<file path="src/rtl/stream_mux_rr.sv">
// Registered N-channel valid/ready stream mux with round-robin, fixed-priority or forced selection.
// Optional packet lock (in_last/out_last ports) enabled by defining STREAM_MUX_LOCK_EN.
module stream_mux_rr #(
  parameter int WIDTH = 32,
  parameter int NCH   = 4,
  parameter int SELW  = 2
) (
  input  logic                 clk,
  input  logic                 rst_n,
  input  logic [NCH*WIDTH-1:0] in_data,
  input  logic [NCH-1:0]       in_valid,
  output logic [NCH-1:0]       in_ready,
`ifdef STREAM_MUX_LOCK_EN
  input  logic [NCH-1:0]       in_last,
`endif
  input  logic [1:0]           mode,
  input  logic [SELW-1:0]      force_sel,
  output logic [WIDTH-1:0]     out_data,
  output logic [SELW-1:0]      out_ch,
`ifdef STREAM_MUX_LOCK_EN
  output logic                 out_last,
`endif
  output logic                 out_valid,
  input  logic                 out_ready
);

  logic             out_valid_q, out_valid_d;
  logic [WIDTH-1:0] out_data_q, out_data_d;
  logic [SELW-1:0]  out_ch_q, out_ch_d;
  logic [SELW-1:0]  ptr_q, ptr_d;
  logic [SELW-1:0]  gsel, rr_idx;
  logic             gvalid, open, xfer;
  logic [NCH-1:0]   grant;
`ifdef STREAM_MUX_LOCK_EN
  logic             out_last_q, out_last_d;
  logic             lock_q, lock_d;
  logic [SELW-1:0]  lock_ch_q, lock_ch_d;
`endif

  always_comb begin
    gsel   = '0;
    gvalid = 1'b0;
    rr_idx = '0;
`ifdef STREAM_MUX_LOCK_EN
    if (lock_q) begin
      // a locked packet owns the port even while its producer idles
      gsel   = lock_ch_q;
      gvalid = in_valid[lock_ch_q];
    end else
`endif
    case (mode)
      2'b01: begin
        for (int i = NCH - 1; i >= 0; i--) begin
          if (in_valid[i]) begin
            gsel   = SELW'(i);
            gvalid = 1'b1;
          end
        end
      end
      2'b10: begin
        gsel   = force_sel;
        gvalid = in_valid[force_sel];
      end
      default: begin
        // index arithmetic in SELW bits wraps modulo NCH
        for (int k = 0; k < NCH; k++) begin
          rr_idx = ptr_q + SELW'(k);
          if (!gvalid && in_valid[rr_idx]) begin
            gsel   = rr_idx;
            gvalid = 1'b1;
          end
        end
      end
    endcase
  end

  assign open     = !out_valid_q || out_ready;
  assign grant    = gvalid ? ({{(NCH-1){1'b0}}, 1'b1} << gsel) : '0;
  assign in_ready = grant & {NCH{open && rst_n}};
  assign xfer     = gvalid && open && rst_n;

  always_comb begin
    out_valid_d = out_valid_q;
    out_data_d  = out_data_q;
    out_ch_d    = out_ch_q;
    ptr_d       = ptr_q;
`ifdef STREAM_MUX_LOCK_EN
    out_last_d  = out_last_q;
    lock_d      = lock_q;
    lock_ch_d   = lock_ch_q;
`endif
    if (open) begin
      out_valid_d = xfer;
      if (xfer) begin
        out_data_d = in_data[gsel*WIDTH +: WIDTH];
        out_ch_d   = gsel;
`ifdef STREAM_MUX_LOCK_EN
        out_last_d = in_last[gsel];
`endif
      end
    end
    if (xfer) begin
`ifdef STREAM_MUX_LOCK_EN
      lock_d    = !in_last[gsel];
      lock_ch_d = gsel;
      if (in_last[gsel]) ptr_d = gsel + 1'b1;
`else
      ptr_d = gsel + 1'b1;
`endif
    end
  end

  always_ff @(posedge clk or negedge rst_n) begin
    if (!rst_n) begin
      out_valid_q <= 1'b0;
      out_data_q  <= '0;
      out_ch_q    <= '0;
      ptr_q       <= '0;
`ifdef STREAM_MUX_LOCK_EN
      out_last_q  <= 1'b0;
      lock_q      <= 1'b0;
      lock_ch_q   <= '0;
`endif
    end else begin
      out_valid_q <= out_valid_d;
      out_data_q  <= out_data_d;
      out_ch_q    <= out_ch_d;
      ptr_q       <= ptr_d;
`ifdef STREAM_MUX_LOCK_EN
      out_last_q  <= out_last_d;
      lock_q      <= lock_d;
      lock_ch_q   <= lock_ch_d;
`endif
    end
  end

  assign out_valid = out_valid_q;
  assign out_data  = out_data_q;
  assign out_ch    = out_ch_q;
`ifdef STREAM_MUX_LOCK_EN
  assign out_last  = out_last_q;
`endif

endmodule

</file>
<file path="config.mk">
export PLATFORM = sky130hd
export DESIGN_NAME = stream_mux_rr
export DESIGN_NICKNAME = d
export VERILOG_FILES = /design/src/rtl/stream_mux_rr.sv
export SDC_FILE = /design/constraint.sdc
export NUM_CORES = 1
export LEC_CHECK = 0
export CELL_PAD_IN_SITES_DETAIL_PLACEMENT = 1
export CELL_PAD_IN_SITES_GLOBAL_PLACEMENT = 1
export CORE_MARGIN = 8
export CORE_UTILIZATION = 26
export DETAILED_ROUTE_END_ITERATION = 10
export PLACE_DENSITY = 0.8
export SLEW_MARGIN = 5
export SYNTH_ARGS = -nofsm -noshare
export SYNTH_HDL_FRONTEND = slang
export SYNTH_SLANG_ARGS = --single-unit
</file>
<file path="constraint.sdc">
create_clock -name clk -period 2.78 [get_ports clk]
set_input_delay 0.278 -clock clk [delete_from_list [all_inputs] [get_ports clk]]
set_output_delay 0.278 -clock clk [all_outputs]
set_load 0.02 [all_outputs]
</file>
# Yosys cells after proc, flatten, opt, wreduce, memory -nomap -nowiden
# Cells that the tools add are included.
dict set report classes {
  n_lt_le_gt_ge 5
  n_reduce_logical 13
  muxes 32
  n_bitwise 1
  eq_ne 2
  add_sub_neg 4
  n_div 0
  shifts 2
  multipliers 0
}
# cell count
set ops {}
lappend ops {{128-bit by 8-bit variable part select with 32-bit output} 1}
lappend ops {{1-bit 2-to-1 mux} 16}
lappend ops {{2-bit 2-to-1 mux} 8}
lappend ops {{2-bit by 3-bit less-than comparator with 1-bit output (second input constant)} 5}
lappend ops {{1-bit binary-select mux with 2-bit select} 5}
lappend ops {{1-bit logical AND} 6}
lappend ops {{2-bit by 1-bit adder with 2-bit output (second input constant)} 2}
lappend ops {{2-bit adder (second input constant)} 2}
lappend ops {{4-bit AND} 1}
lappend ops {{1-bit logical NOT} 4}
lappend ops {{4-bit 2-to-1 mux} 1}
lappend ops {{2-bit one-hot mux with 2 select lines} 1}
lappend ops {{1-bit by 2-bit << shifter with 4-bit output (first input constant)} 1}
lappend ops {{2-bit by 1-bit equality test with 1-bit output (second input constant)} 1}
lappend ops {{2-bit equality test (second input constant)} 1}
lappend ops {{1-bit one-hot mux with 2 select lines} 1}
lappend ops {{2-bit AND reduction} 1}
lappend ops {{2-bit OR reduction} 1}
lappend ops {{1-bit logical OR} 1}
dict set report word_totals {
  mem_bits_rw 0
  latchBits 0
  word_cells 63
  n_memories 0
  regBits 37
  rom_bits 0
  in_bits 139
}

# Logic depth before layout (Yosys ltp)
dict set report logic_depth {
  depth_word 19
  ltp_mapped 9
  ltp_nobuf 7
}

# Worst setup path before layout
# Ideal clock, no wire load.
dict set report synth_path {
  path_type {input-to-reg}
  start {input port mode[0]}
  end {register out_data_q[14] (netlist: out_data[14])}
  arrival_ns 2.219
  path_buffers 2
  path_stages 9
  slack_ns 0.436
  path_cell_list {inv_1 > ha_1 > nand2b_1 > a221o_2 > o2111ai_2 > buf_6 > buf_12 > mux4_2 > mux2_2}
}
dict set report synth_via {
  elab_chain_cells 5
}
# item line
set synth_lines {}
lappend synth_lines {{start, declared} 16} ;# input logic [1:0] mode,
lappend synth_lines {{parallel branches: the longest is 5 deep, another holds 128-bit by 8-bit variable part select with 32-bit output} --}
lappend synth_lines {{end signal, assigned} 126} ;# out_data_q <= out_data_d;
lappend synth_lines {{end, declared} 28} ;# logic [WIDTH-1:0] out_data_q, out_data_d;
# Several ways; the timed one is not identified.
# A chain may end at the register's enable or synchronous reset.

# Worst setup path in the final report
dict set report layout_path {
  start {input port mode[0]}
  end {register out_data_q[0] (netlist: out_data[0])}
}
# Same word-level chain as after synthesis.

==> results.md <==
* Post-Syn Area at approximately 0.0025 mm^2
* Placed Cells at 486
* Initial antenna violation count at 0
* Commonest non-fill, non-tap cell in the layout: clkdlybuf4s50_1
* GRT Total Usage at 0.1458
* Area leader, netlist: dfrtp_1
* Worst-Margin Slew at between 400 and 500 ps
* Switching portion of total power at 0.3494
* Synth cell types at 36
* Clock sinks at 37
* Number of max-cap violations at 0
* CTS tree: yes
* Combinational Power Share at 0.590
* Worst-Skew Late Latency at 280 ps
* Routability congestion estimate at 0.8026
* Sequential Power Share at 0.276
* RSZ-0062 raised after global routing: false
* Vias post-DR at 2,374
* Synth top area cells: dfrtp_1 37%, mux4_2 28%, mux2_2 15%, mux4_1 3.1%, buf_2 2.0%
* Ys Warns at 0
* Detailed Route WL at roughly 9700 um
* Final worst path period need at approximately 2700 ps
* First-pass GRT wire length at 14,790 um
* Bufs on Longest Clock Path at 2
* Number of port buffers at 177
* Layout area overhead at 84.89%
* Critical path buffer and inverter count at 3
* Worst hold path class: in -> async
* DRC Markers at 0
* Root buffer cell: clkbuf_8
* Share of post-route cells with drive strength above 1 at 0.2818
* Area of the core at 0.009594 mm^2
* DRT iter0 DRCs at 68
* Yosys top cell area share at 0.3665
* Dpl cell area at about 0.0045 mm^2
* CP required at 2950 ps
* Mean post-synth cell area at between 10 and 15 um^2
* First-pass DRT Iterations at 4
* Die Span Y at 114.6 um
* Htree depth at 2
* Synthesized net count at 313
* I/O pin count at 178
* Leak at 1.844 nW
* Syn Inst Count at roughly 170
* Avg Vias per Cell at 4.796
* Post-synth EDFFs at 0
* Worst path top cell family by delay: multiplexers
* Critical path arrival at approximately 2800 ps
* Pwr/cell area at 762.3 mW/mm^2
* Row count at 36
* Die Width at 114.6 um
* Outcome: finished, final reports clean
* Commonest non-fill, non-tap cells in the layout: 171 x clkdlybuf4s50_1, 37 x dfrtp_1, 33 x mux2_2
* CP Depth at 9
* Grt ovf at 0
* Vias in the first global route at approximately 2,900
* Worst IR Drop VDD at 0.2651 mV
* Crit Path Max Fanout at 10
* Synth async-reset ratio at 1.000
* Tcrit/Tclk final at 0.9617
* Crit-path cells: clkdlybuf4s50_1, inv_1, ha_2, nand2b_1, a221o_2, o2111ai_4, buf_12, mux4_1, mux2_2
* Setup Skew at 6.794 ps
* DP HPWL at 8178 um
* CP max stage delay at 570 ps
* Fill count at 1,018
* CP endpoint kind: register
* Setup violations, final at 0
* Startpoint Class: primary input
* CTS buffer count at 5
* Post-route insts no fill at 495
* Slew Limit Fails at 0
* WS Path Type: in -> reg
* #FFs+latches synth at 37
* Internal at 2.316 mW
* Top_reg_cell synth: dfrtp_1
* Final ANT Viol Nets at 0
* F_max at about 370 MHz
* Final instance area at 0.004671 mm^2
* Slowest cell on crit path: mux4_1
* R2r worst-path depth at 6
* Largest net degree at the start of global routing at 38
* Initial core utilization at 0.2633
* Fin nets at 502
* Avg WL per Cell at 19.67 um
* Slew Limit Headroom at 0.6717
* Post-synthesis sequential area ratio at 0.3665
* Inserted Diodes at 0
* Postcts setup bufs at 0
* Die area at 0.01313 mm^2
* Clk slew on worst S/H paths at 80 ps
* Clk pwr share at 0.134
* Final hold vios at 0
* Switching pwr at 1.244 mW
==> synth_stat cells (all sizes together) (2+ instances only) <==
library cell  number
dfrtp             37
mux2              34
mux4              34
buf               15
nand2              8
inv                6
a21oi              3
mux2i              3
nand2b             3
nor2               3
o21ai              3
a221o              2
ha                 2
nand4              2
nor3               2
nor3b              2
==> per-stage QoR <==
stage | setup TNS (ps) | hold WS, ps | worst slack, ps | power (mW) | util
floorplan | 0 | -17.59 | 436.0 | 2.114 | -
global placement | -5194 | 427.1 | -194.0 | 3.038 | 0.4733
detailed placement | -6647 | 441.8 | -267.7 | 3.103 | 0.4733
CTS | 0 | 130.8 | 35.46 | 3.596 | 0.4849
global route | 0 | 150.7 | 25.74 | 3.784 | 0.4868
finish | 0 | 109.4 | 106.6 | 3.561 | 0.4868
==> metal layers <==
metal	track usage	wire, um	vias to the layer above
met4	0.04969	200	0
met3	0.06540	975	15
met2	0.2728	5144	123
li1	-	-	1056
met5	0	0	-
met1	0.1368	3417	1180
==> worst reg2reg max path: cells and delay by family (launching register included) <==
family	cells	cell delay, ps
buffers and inverters	1	200
flip-flops	1	610
multiplexers	2	850
AO/OA/AOI/OAI	3	700
==> kinds of logic (layout without fill, tap and decap cells) <==
kind of cell               Yosys count  after routing  synth area share
xor gates and xnor gates             1              1          0.003468
adders and majority gates            2              2          0.009904
buffers and inverters               22            212           0.05151
DFF                                 37             37            0.3665
muxes                               71             71            0.4710
and+or+nand+nor                     25             25           0.05399
AOI/OAI and AO/OA                   14             14           0.04358
==> power groups by stage <==
stage	clock network, mW	registers [mW]	logic [mW]
floorplan	0	1.26	0.856
global placement	0	0.970	2.07
detailed placement	0	0.991	2.11
CTS	0.499	0.985	2.11
global route	0.521	1.02	2.24
finish	0.478	0.982	2.10
==> cell type report <==
| cell class | count | area (um^2) | share of cell area |
|---|---|---|---|
| well taps | 133 | 166.4 | 0.03563 |
| flip-flops and latches | 37 | 925.9 | 0.1982 |
| repair buffers | 198 | 1953 | 0.4182 |
| clock inverters | 1 | 30.03 | 0.006429 |
| inverters | 6 | 22.52 | 0.004822 |
| clock buffers | 7 | 86.33 | 0.01848 |
| multi-input cells | 113 | 1486 | 0.3182 |
==> timing repair <==
item,in CTS,in global routing
resized for setup,4,11
hold buffers,0,0
setup endpoints to repair,4,18
gates cloned,0,1
==> final timing paths <==
kind	slack, ps	start	endpoint
min	110	rst_n	out_data[27]
max reg2reg	310	ptr_q[1]	out_data[0]
min reg2reg	510	out_data[11]	out_data[11]
max	110	mode[0]	out_data[0]
max in group asynchronous	2340	rst_n	out_data[18]
min in group clk	510	out_data[11]	out_data[11]
==> registers in the layout, indices dropped and copies added (netlist names) <==
name	cells
out_data	32
ptr_q	2
out_ch	2
out_valid	1
Power figures use the tool's default switching activity.
